[src/rtl/pc_sequencer_if.sv]
`default_nettype none
// +----------------------------------------------------------------------+
// | Module   : pc_sequencer_if                                           |
// | Brief    : Control-unit <-> program sequencer strobe/status bundle   |
// | Revision : 1.0                                                       |
// +----------------------------------------------------------------------+
interface pc_sequencer_if #(
    parameter int ADDR_W      = 8,
    parameter int STACK_DEPTH = 4,
    parameter int INC_W       = 2
);
    localparam int c_SP_W = $clog2(STACK_DEPTH + 1);

    logic              halt;
    logic              jump_en;
    logic [ADDR_W-1:0] jump_addr;
    logic              branch_en;
    logic [ADDR_W-1:0] branch_off;
    logic              call_en;
    logic [ADDR_W-1:0] call_addr;
    logic              ret_en;
    logic [INC_W-1:0]  inc_len;
    logic              clear_err;
    logic [ADDR_W-1:0] pc;
    logic [c_SP_W-1:0] sp;
    logic              stack_full;
    logic              stack_empty;
    logic              overflow_err;
    logic              underflow_err;

    modport master (
        output halt, jump_en, jump_addr, branch_en, branch_off,
               call_en, call_addr, ret_en, inc_len, clear_err,
        input  pc, sp, stack_full, stack_empty, overflow_err, underflow_err
    );

    modport slave (
        input  halt, jump_en, jump_addr, branch_en, branch_off,
               call_en, call_addr, ret_en, inc_len, clear_err,
        output pc, sp, stack_full, stack_empty, overflow_err, underflow_err
    );
endinterface
`default_nettype wire

[src/rtl/pc_sequencer.sv]
`default_nettype none
// +----------------------------------------------------------------------+
// | Module   : pc_sequencer                                              |
// | Brief    : PC generator with inc/jump/branch and call/ret stack      |
// | Revision : 1.0                                                       |
// +----------------------------------------------------------------------+
module pc_sequencer #(
    parameter int          ADDR_W      = 8,
    parameter int          STACK_DEPTH = 4,
    parameter int          INC_W       = 2,
    parameter int unsigned RESET_ADDR  = 0
) (
    input  wire logic        clk,
    input  wire logic        reset,
    pc_sequencer_if.slave    bus
);
    localparam int c_SP_W  = $clog2(STACK_DEPTH + 1);
    localparam int c_IDX_W = $clog2(STACK_DEPTH);
    localparam logic [ADDR_W-1:0] c_RESET_PC = ADDR_W'(RESET_ADDR);

    logic [ADDR_W-1:0]  r_pc;
    logic [c_SP_W-1:0]  r_sp;
    logic [ADDR_W-1:0]  r_stack [STACK_DEPTH];
    logic               r_ovf;
    logic               r_unf;

    logic [ADDR_W-1:0]  w_seq_pc;
    logic [ADDR_W-1:0]  w_pc_nxt;
    logic [c_SP_W-1:0]  w_sp_nxt;
    logic               w_full;
    logic               w_empty;
    logic               w_push;
    logic               w_ovf_set;
    logic               w_unf_set;
    logic [c_IDX_W-1:0] w_push_idx;
    logic [c_IDX_W-1:0] w_top_idx;

    assign w_seq_pc   = r_pc + ADDR_W'(bus.inc_len);
    assign w_full     = (r_sp == c_SP_W'(STACK_DEPTH));
    assign w_empty    = (r_sp == '0);
    assign w_push_idx = c_IDX_W'(r_sp);
    assign w_top_idx  = c_IDX_W'(r_sp - c_SP_W'(1));

    // Strict priority: ret > call > jump > branch > advance; a rejected
    // call/ret still advances so the fetch stream never stalls on an error.
    always_comb begin
        w_pc_nxt  = r_pc;
        w_sp_nxt  = r_sp;
        w_push    = 1'b0;
        w_ovf_set = 1'b0;
        w_unf_set = 1'b0;
        if (!bus.halt) begin
            if (bus.ret_en) begin
                if (!w_empty) begin
                    w_pc_nxt = r_stack[w_top_idx];
                    w_sp_nxt = r_sp - c_SP_W'(1);
                end else begin
                    w_unf_set = 1'b1;
                    w_pc_nxt  = w_seq_pc;
                end
            end else if (bus.call_en) begin
                if (!w_full) begin
                    w_push   = 1'b1;
                    w_sp_nxt = r_sp + c_SP_W'(1);
                    w_pc_nxt = bus.call_addr;
                end else begin
                    w_ovf_set = 1'b1;
                    w_pc_nxt  = w_seq_pc;
                end
            end else if (bus.jump_en) begin
                w_pc_nxt = bus.jump_addr;
            end else if (bus.branch_en) begin
                w_pc_nxt = r_pc + bus.branch_off;
            end else begin
                w_pc_nxt = w_seq_pc;
            end
        end
    end

    always_ff @(posedge clk or posedge reset) begin
        if (reset) begin
            r_pc  <= c_RESET_PC;
            r_sp  <= '0;
            r_ovf <= 1'b0;
            r_unf <= 1'b0;
            for (int i = 0; i < STACK_DEPTH; i++) begin
                r_stack[i] <= '0;
            end
        end else begin
            r_pc <= w_pc_nxt;
            r_sp <= w_sp_nxt;
            if (w_push) begin
                r_stack[w_push_idx] <= w_seq_pc;
            end
            // A fresh error outranks a simultaneous clear.
            if (w_ovf_set) begin
                r_ovf <= 1'b1;
            end else if (bus.clear_err) begin
                r_ovf <= 1'b0;
            end
            if (w_unf_set) begin
                r_unf <= 1'b1;
            end else if (bus.clear_err) begin
                r_unf <= 1'b0;
            end
        end
    end

    assign bus.pc            = r_pc;
    assign bus.sp            = r_sp;
    assign bus.stack_full    = w_full;
    assign bus.stack_empty   = w_empty;
    assign bus.overflow_err  = r_ovf;
    assign bus.underflow_err = r_unf;
endmodule
`default_nettype wire

[src/flat_wrapper.sv]
// flat-port wrapper written by rule: the top's interface ports become plain ports
module pc_sequencer_flat 
#(
    parameter int          ADDR_W      = 8,
    parameter int          STACK_DEPTH = 4,
    parameter int          INC_W       = 2,
    parameter int unsigned RESET_ADDR  = 0
)
  (clk, reset, bus_halt, bus_jump_en, bus_jump_addr, bus_branch_en, bus_branch_off, bus_call_en, bus_call_addr, bus_ret_en, bus_inc_len, bus_clear_err, bus_pc, bus_sp, bus_stack_full, bus_stack_empty, bus_overflow_err, bus_underflow_err);
  pc_sequencer_if #(.ADDR_W(ADDR_W), .STACK_DEPTH(STACK_DEPTH), .INC_W(INC_W)) bus_i ();
  input  wire logic clk;
  input  wire logic reset;
  input wire logic [$bits(bus_i.halt)-1:0] bus_halt;
  input wire logic [$bits(bus_i.jump_en)-1:0] bus_jump_en;
  input wire logic [$bits(bus_i.jump_addr)-1:0] bus_jump_addr;
  input wire logic [$bits(bus_i.branch_en)-1:0] bus_branch_en;
  input wire logic [$bits(bus_i.branch_off)-1:0] bus_branch_off;
  input wire logic [$bits(bus_i.call_en)-1:0] bus_call_en;
  input wire logic [$bits(bus_i.call_addr)-1:0] bus_call_addr;
  input wire logic [$bits(bus_i.ret_en)-1:0] bus_ret_en;
  input wire logic [$bits(bus_i.inc_len)-1:0] bus_inc_len;
  input wire logic [$bits(bus_i.clear_err)-1:0] bus_clear_err;
  output wire logic [$bits(bus_i.pc)-1:0] bus_pc;
  output wire logic [$bits(bus_i.sp)-1:0] bus_sp;
  output wire logic [$bits(bus_i.stack_full)-1:0] bus_stack_full;
  output wire logic [$bits(bus_i.stack_empty)-1:0] bus_stack_empty;
  output wire logic [$bits(bus_i.overflow_err)-1:0] bus_overflow_err;
  output wire logic [$bits(bus_i.underflow_err)-1:0] bus_underflow_err;
  assign bus_i.halt = bus_halt;
  assign bus_i.jump_en = bus_jump_en;
  assign bus_i.jump_addr = bus_jump_addr;
  assign bus_i.branch_en = bus_branch_en;
  assign bus_i.branch_off = bus_branch_off;
  assign bus_i.call_en = bus_call_en;
  assign bus_i.call_addr = bus_call_addr;
  assign bus_i.ret_en = bus_ret_en;
  assign bus_i.inc_len = bus_inc_len;
  assign bus_i.clear_err = bus_clear_err;
  assign bus_pc = bus_i.pc;
  assign bus_sp = bus_i.sp;
  assign bus_stack_full = bus_i.stack_full;
  assign bus_stack_empty = bus_i.stack_empty;
  assign bus_overflow_err = bus_i.overflow_err;
  assign bus_underflow_err = bus_i.underflow_err;
  pc_sequencer #(.ADDR_W(ADDR_W), .STACK_DEPTH(STACK_DEPTH), .INC_W(INC_W), .RESET_ADDR(RESET_ADDR)) u_core (.clk(clk), .reset(reset), .bus(bus_i));
endmodule
[config.mk]
export PLATFORM = sky130hd
export DESIGN_NAME = pc_sequencer_flat
export DESIGN_NICKNAME = d
export VERILOG_FILES = /design/src/rtl/pc_sequencer_if.sv /design/src/rtl/pc_sequencer.sv /design/src/flat_wrapper.sv
export SDC_FILE = /design/constraint.sdc
export NUM_CORES = 1
export LEC_CHECK = 0
export BUFFER_PORTS_ARGS = -buffer_cell sky130_fd_sc_hd__buf_4
export CORE_ASPECT_RATIO = 1.4
export CORE_MARGIN = 5
export CORE_UTILIZATION = 45
export CTS_BUF_LIST = sky130_fd_sc_hd__clkbuf_4
export CTS_CLUSTER_SIZE = 8
export DETAILED_ROUTE_END_ITERATION = 7
export GPL_TIMING_DRIVEN = 0
export PLACE_DENSITY = 0.76
export SLEW_MARGIN = 15
export SYNTH_ARGS = -nofsm -noshare
export SYNTH_HDL_FRONTEND = slang
export SYNTH_SLANG_ARGS = --single-unit
export TNS_END_PERCENT = 20
[constraint.sdc]
create_clock -name clk -period 4.1 [get_ports clk]
set_clock_uncertainty 0.15 [all_clocks]
set_input_delay 0.205 -clock clk [delete_from_list [all_inputs] [get_ports clk]]
set_output_delay 0.205 -clock clk [all_outputs]
set_load 0.02 [all_outputs]
Word-level counts from Yosys, hierarchy flattened
Cells that the tools add are included.
{"block": "classes", "magnitude_cmp": 3, "add_sub_neg": 4, "eq_ne": 3, "reduce_logical": 6, "shift": 0, "multipliers": 0, "n_mux": 30, "div_mod_pow": 0, "bitwise": 3}
{"cell": "$mux W8", "count": 9}
{"cell": "$bwmux W32", "count": 1}
{"cell": "$bmux W8 S2", "count": 1}
{"cell": "$demux W8 S2", "count": 1}
{"cell": "$mux W1", "count": 14}
{"cell": "$mux W3", "count": 4}
{"cell": "$add A8 B2 Y8", "count": 1}
{"cell": "$add A8 B8 Y8", "count": 1}
{"cell": "$ge A3 B3 Y1 const B", "count": 2}
{"cell": "$not A2 Y3", "count": 2}
{"cell": "$reduce_bool A2 Y1", "count": 3}
{"cell": "$ne A2 B2 Y1 const B", "count": 2}
{"cell": "$reduce_and A4 Y1", "count": 1}
{"cell": "$add A3 B1 Y3 const B", "count": 1}
{"cell": "$eq A3 B3 Y1 const B", "count": 1}
{"cell": "$logic_not A3 Y1", "count": 1}
{"cell": "$lt A3 B1 Y1 const B", "count": 1}
{"cell": "$sub A3 B1 Y3 const B", "count": 1}
{"cell": "$logic_and A1 B1 Y1", "count": 1}
{"cell": "$not A1 Y1", "count": 1}
{"block": "totals", "ram_bits": 0, "out_inout_bits": 15, "mem_count": 0, "latch_bits": 0, "mem_bits_ro": 0, "regBits": 45}

Depth between registers and ports, before layout
Gate-level depths: netlist of the first run.
{"block": "logic_depth", "ltp_word": 7, "depth_mapped": 10}

Least setup slack after synthesis of the first run
Ideal clock, no wire load.
{"block": "synth_path", "path_kind": "reg-to-reg", "start": "reg u_core.r_sp[0], in the netlist u_core.bus.sp[0]", "end": "reg u_core.r_pc[7], in the netlist u_core.bus.pc[7]", "t_arrival_ns": 2.610, "setup_slack_ns": 1.208, "stages_incl_launch_ff": 11, "setup_time_ns": 0.132, "cell_sequence": "dfrtp_1 > clkbuf_1 > inv_1 > ha_1 > buf_2 > mux4_2 > nand2_1 > o31a_1 > o211ai_1 > a211oi_1 > a22oi_2"}
{"block": "synth_via", "elab_chain_len": 7, "word_cells_on_any_way": 11, "cone_classes": "add/sub: 1; eq/ne: 1; mux: 7; bitwise: 1; reduce/logical: 1"}
{"item": "start: declaration", "line": "pc_sequencer.sv:22", "text": "logic [c_SP_W-1:0] r_sp;"}
{"item": "start signal: assignment", "line": "pc_sequencer.sv:91", "text": "r_sp <= w_sp_nxt;"}
{"item": "$sub A3 B1 Y3", "line": "pc_sequencer.sv:42", "text": "assign w_top_idx = c_IDX_W'(r_sp - c_SP_W'(1));"}
{"item": "net u_core.w_top_idx[0]", "line": "pc_sequencer.sv:36", "text": "logic [c_IDX_W-1:0] w_top_idx;"}
{"item": "$not A2 Y3 (not written as such)", "line": "pc_sequencer.sv:55", "text": "w_pc_nxt = r_stack[w_top_idx];"}
{"item": "$bmux W8 S2", "line": "pc_sequencer.sv:55"}
{"item": "$mux W8 (not written as such) (2 in series)", "line": "pc_sequencer.sv:55"}
{"item": "$mux W8", "line": "pc_sequencer.sv:54", "text": "if (!w_empty) begin"}
{"item": "$mux W8", "line": "pc_sequencer.sv:53", "text": "if (bus.ret_en) begin"}
{"item": "end signal: assignment", "line": "pc_sequencer.sv:82", "text": "r_pc <= c_RESET_PC;"}
{"item": "end signal: assignment", "line": "pc_sequencer.sv:90", "text": "r_pc <= w_pc_nxt;"}
{"item": "end: declaration", "line": "pc_sequencer.sv:21", "text": "logic [ADDR_W-1:0] r_pc;"}
The timed path passes the listed nets, and every way through them passes these cells. The select of a mux whose other input is x is not followed.
A chain may end at the register's enable or synchronous reset.

Final worst setup path of the first run
Ends and elaborated chain as after synthesis.

==> results.ini, run 1 <==
[route]
via_count = 2503
ant_nets = 0
vias_per_cell = 5.53
wl_um = 7230
wl_per_cell_um = 16.0
drc = 0
dr.pass1.iters = 4
first_iter_violations = 122

[yosys]
synth_area_leaders = dfrtp_1 (39%), o21ai_0 (7.9%), nand2_1 (7.2%)
synth.distinct_cells = 45
synth-compound-area-share_pct = 19.6
synth_warnings = 0
ys.flop_type = dfrtp_1
synth-adder-area-share_pct = 7.41
synth_seq_cells = 45
synth_most_common_cell = nand2_1
synth_edf_count = 0
yosys.area.top_type_share_pct = 38.8
synth_fp_nets = 371
syn_inst = 321
synth_area_per_cell_um2 = 9.05
synthSimpleGateAreaFrac_pct = 16.5
synth-xor-area-share_pct = 3.01
synth_top_cells_by_count = nand2_1 (56), o21ai_0 (46), dfrtp_1 (45)
synth_largest_area_cell = dfrtp_1
synth_area_um2 = 2910
ys_seq_area_share_pct = 38.8
async_reset_ff_share_pct = 100
synth_top_family_by_area = compound AO/OA/AOI/OAI gates
synth.area.mux_share_pct = 10.6

[timing]
holdWs_ps = 34.6
timing.fmax_ghz = 0.313
tightest_slew_ps = 546
post-route-period-util_pct = 77.8
tns_ps = 0
setup_viol = 0
slew_violations = 0
relSlewSlack_pct = 63.3
finalCriticalPeriod_ps = 3190
hold_violations = 0
rsz0062_at_grt = no

[global_routing]
antenna_found_initial = 1
grt_overflow = 0
grt_pass1_wl_um = 12000
grt_pass1_vias = 2528
grt_max_degree = 38
grt_use_total_pct = 18.0

[worst_setup_path]
cp.depth = 10
crit_type = reg -> reg
cp_max_fo = 9
cp-startpoint = u_core.bus.sp[0]$_DFFE_PP0P_
max_stage_delay_ps = 540
cp_cell_sequence = clkbuf_1 -> inv_1 -> ha_1 -> buf_2 -> mux4_2 -> nand2_1 -> o31a_1 -> o211ai_1 -> a211oi_1 -> a22oi_2
critPathArrivalTime_ps = 3280
crit_path_top_delay_cell = mux4_2
critPathCaptureType = register
critPathTopFamily = buffers and inverters
critPathBufInv = 3
r2r_slack_ps = 910
worstReg2RegStart = u_core.bus.sp[0]$_DFFE_PP0P_
cp.required_ps = 4190
r2r_cells = 10
startpoint_type = register

[clock_tree]
tritoncts = built
cts.sinks = 45
cts_buffers = 5
clockBufferDepth = 2
clk_pin_slew_worst_paths_ps = 130
h-tree-depth = 2
cts_root_buf = clkbuf_4
clk_latency_ps = 350
cts_resized = 0

[die]
die-area_um2 = 8190
rows = 34
die_w_um = 77.9
core-area_um2 = 6250
die_h_um = 105
start_util_pct = 46.5
num_io_pins = 49

[placed_design]
io_buffers = 47
placed_cells = 441
gp_congestion = 0.805
hpwlAfterDp_um = 5890

[final_layout]
drive_gt1_share_pct = 19.7
fin_cells = 453
nFillCells = 562
utilization_pct = 55.3
nNetsFinal = 429
syn_to_final_growth_pct = 19.1

[worst_hold_path]
min_from = bus_jump_addr[7]
hold_path_depth = 3
hp-class = in -> reg

[pwr]
p_leak_nw = 1.55
ir_worst_vdd_uv = 215
p_per_area_nw_per_um2 = 681

[run]
drv_cap = 0

[status]
status = completed

cell usage in the layout, fill, tap and decap left out, types with 6 or more instances in the layout:
master and count:
nand2_1 56, buf_4 47, o21ai_0 46, dfrtp_1 45, clkbuf_1 14, inv_1 14, ha_1 14, nor2_1 13
a21oi_1 11, o22ai_1 8, a211oi_1 8, mux4_2 8, mux2i_1 7, nor2b_1 6, clkbuf_4 6
worst min-delay path, stage by stage:
cell      delay [ps]
buf_4             80
a211oi_1          70
a22oi_2          140
power breakdown:
part / internal, mW / switching, mW / total, mW / leakage (nW)
Clock: 0.0737 / 0.140 / 0.214 / 0.0279
Combinational: 0.618 / 0.741 / 1.36 / 0.944
Sequential: 0.632 / 0.152 / 0.784 / 0.576
cell type report:
class | count | area (um^2) | share of cell area, %
Antenna cell | 1 | 2.50 | 0.0723
Buffer | 15 | 57.6 | 1.66
Clock buffer | 6 | 45.0 | 1.30
Clock inverter | 2 | 15.0 | 0.434
Inverter | 17 | 63.8 | 1.84
Multi-Input combinational cell | 244 | 1660 | 47.9
Sequential cell | 45 | 1130 | 32.5
Tap cell | 72 | 90.1 | 2.60
Timing Repair Buffer | 51 | 403 | 11.6
registers in the layout, summed over array words and instances (netlist names):
register	count
u_core.bus.sp	3
u_core.bus.pc	8
u_core.bus.underflow_err	1
u_core.r_stack	32
u_core.bus.overflow_err	1
final timing paths:
path	end
min reg2reg	u_core.r_stack[18]$_DFFE_PP0P_
min	u_core.bus.pc[7]$_DFFE_PP0N_
max	u_core.bus.pc[7]$_DFFE_PP0N_
min in group asynchronous	u_core.bus.underflow_err$_DFFE_PP0P_
max in group asynchronous	u_core.bus.sp[1]$_DFFE_PP0P_
max reg2reg	u_core.bus.pc[7]$_DFFE_PP0N_
metal layers:
layer / share of wire, % / up-vias / global-route usage [%]
met5: 0 / - / 0
met4: 2.9 / 0 / 6.64
met3: 2.7 / 16 / 2.67
met2: 57 / 47 / 35.4
met1: 37 / 1172 / 18.5
li1: - / 1268 / -
metrics by stage:
step	power, mW	worst slack (ps)	area, um^2
2_1_floorplan	1.76	1210	2910
5_1_grt	2.56	605	3460
4_1_cts	2.37	888	3460
3_5_place_dp	2.15	900	3370
6_report	2.36	909	3460
3_3_place_gp	2.09	1040	3350
cell families after synthesis:
kind of cell / after synthesis
DFF: 45
AOI/OAI and AO/OA: 96
muxes: 20
xor gates and xnor gates: 10
adders and majority gates: 16
and+or+nand+nor: 102
buffers and inverters: 32
timing repair:
| action | in CTS | in global routing |
|---|---|---|
| buffers inserted | 0 | 0 |
| hold endpoints to repair | 48 | 0 |
| hold buffers | 3 | 0 |
No activity file was read; power rests on OpenSTA's default activity.
==> inputs of run 2 (changes only) <==
PLACE_DENSITY = 0.79   (was 0.76)
clock period = 2.8 ns   (was 4.1 ns; I/O delays follow)
==> run 2 against run 1 <==
Effect of this change:
- utilization increased by 0.82 points
- power grew 50%
- clock power is 49% higher
- highest routed layer unchanged
- largest cell class unchanged
==> results.ini, run 2 (synthesis gave the netlist of run 1 again) <==
[status]
status = completed

[die]
core-area_um2 = 6250
die-area_um2 = 8190
die_w_um = 77.9
num_io_pins = 49
die_h_um = 105
rows = 34
start_util_pct = 46.5

[placed_design]
hpwlAfterDp_um = 6070
placed_cells = 441
gp_congestion = 0.797
place_ws_ps = -131
io_buffers = 47

[global_routing]
grt_pass1_wl_um = 12600
use_met2_pct = 35.5
busiest_layer = met2
grt_use_met3_pct = 2.58
met1_usage_pct = 19.9
grt_use_total_pct = 18.8
grt_max_degree = 35
grt_overflow = 0
grt_pass1_vias = 2737
antenna_found_initial = 1

[worst_setup_path]
cp.required_ps = 2900
critPathArrivalTime_ps = 2730
crit_path_top_delay_cell = dfrtp_1
crit_type = reg -> reg
cp_max_fo = 7
critPathCaptureType = register
startpoint_type = register
max_stage_delay_ps = 440
cp_cell_sequence = ha_1 -> inv_1 -> fa_1 -> nand3b_1 -> xor2_2 -> nor2_1 -> a311oi_1 -> nor3_1 -> a211o_1

[clock_tree]
tritoncts = built
cts_buffers = 5
cts_root_buf = clkbuf_4
cts.sinks = 45
clockBufferDepth = 2
clk_pin_slew_worst_paths_ps = 130
h-tree-depth = 2
clk_latency_ps = 350

[pwr]
finalPower_mw = 3.53
ir_worst_vdd_uv = 264
p_per_area_nw_per_um2 = 1010
p_leak_nw = 1.57

[timing]
slew_violations = 0
hold_violations = 0
finalCriticalPeriod_ps = 2630
tightest_slew_ps = 611
fin_ws_ps = 168
timing.fmax_ghz = 0.380
post-route-period-util_pct = 94.0
setup_viol = 0
relSlewSlack_pct = 59.0

[final_layout]
nNetsFinal = 431
final_cell_mix = nand2_1 (56), buf_4 (49), o21ai_0 (46)
nFillCells = 550
mostFrequentLayoutCell = nand2_1
utilization_pct = 56.2
largest-register = u_core.r_stack
multi_input_area_um2 = 1680
syn_to_final_growth_pct = 20.9
largest_register_ffs = 32
regArea_um2 = 1130
drive_gt1_share_pct = 22.0
fin_cells = 455

[route]
ant_nets = 0
vias_per_cell = 5.66
dr.pass1.iters = 5
first_iter_violations = 140
drc = 0
via_count = 2577
wl_per_cell_um = 16.6
wl_um = 7560

[run]
drv_cap = 0

[worst_hold_path]
hp-class = in -> reg

[run 2: changes by cell type in the layout (fill, tap and decap cells not counted), moves of 2 or more]
cell / previous run / this run
nor2_1: 13 / 11
buf_4: 47 / 49
nor2_2: 0 / 2
clkbuf_1: 14 / 12
[run 2: final timing paths]
check	startpoint	endpoint	slack, ps	depth (start not counted)
max	u_core.bus.pc[0]$_DFFE_PP0N_	u_core.bus.pc[4]$_DFFE_PP0N_	170	9
min	bus_jump_addr[5]	u_core.bus.pc[5]$_DFFE_PP0N_	20	5
max reg2reg	u_core.bus.pc[0]$_DFFE_PP0N_	u_core.bus.pc[4]$_DFFE_PP0N_	170	9
min reg2reg	u_core.r_stack[26]$_DFFE_PP0P_	u_core.r_stack[26]$_DFFE_PP0P_	350	2
max in group asynchronous	reset	u_core.r_stack[22]$_DFFE_PP0P_	1890	4
min in group asynchronous	reset	u_core.r_stack[17]$_DFFE_PP0P_	140	3
[run 2: routing by layer]
layer / part of all wire [%] / up-vias
li1: - / 1266
met1: 36 / 1205
met2: 56 / 85
met3: 4.3 / 21
met4: 3.3 / 0
met5: 0 / -
[run 2: metrics by stage]
stage | area, um^2 | TNS, ps | hold slack (ps)
CTS | 3480 | 0 | 9.91
floorplan | 2910 | 0 | 89.0
global route | 3510 | -25.8 | 19.4
global placement | 3350 | -31.3 | 189
detailed placement | 3370 | -238 | -34.9
finish | 3510 | 0 | 15.5
[run 2: critical path, delay by kind of cell (launching register included)]
kind | cells | cell delay (ps)
XOR/XNOR | 1 | 320
AO/OA/AOI/OAI | 2 | 510
adder cells (fa/ha/maj) | 2 | 610
buffers and inverters | 1 | 50
flip-flops | 1 | 440
AND/OR/NAND/NOR | 3 | 440
[run 2: power by group]
part           leakage [nW]  internal, mW  switching (mW)
sequential            0.576         0.925           0.227
combinational         0.969         0.938            1.12
clock                0.0279         0.108           0.210
total                  1.57          1.97            1.56
[run 2: layout make-up]
type / count / area share [%]
sequential: 45 / 32.1
clock buffer: 6 / 1.28
tap: 72 / 2.57
buffer: 15 / 1.85
inverter: 17 / 1.85
clock inverter: 2 / 0.428
timing repair buffer: 53 / 12.0
antenna: 1 / 0.0713
multi-input combinational: 244 / 47.9
[run 2: timing repair]
item | 4_1_cts | 5_1_grt
setup buffers | 0 | 1
hold endpoints to repair | 49 | 0
hold buffers | 4 | 0
pin swaps | 0 | 0
endpoints found under the setup margin | 18 | 30
gates resized for setup | 3 | 7
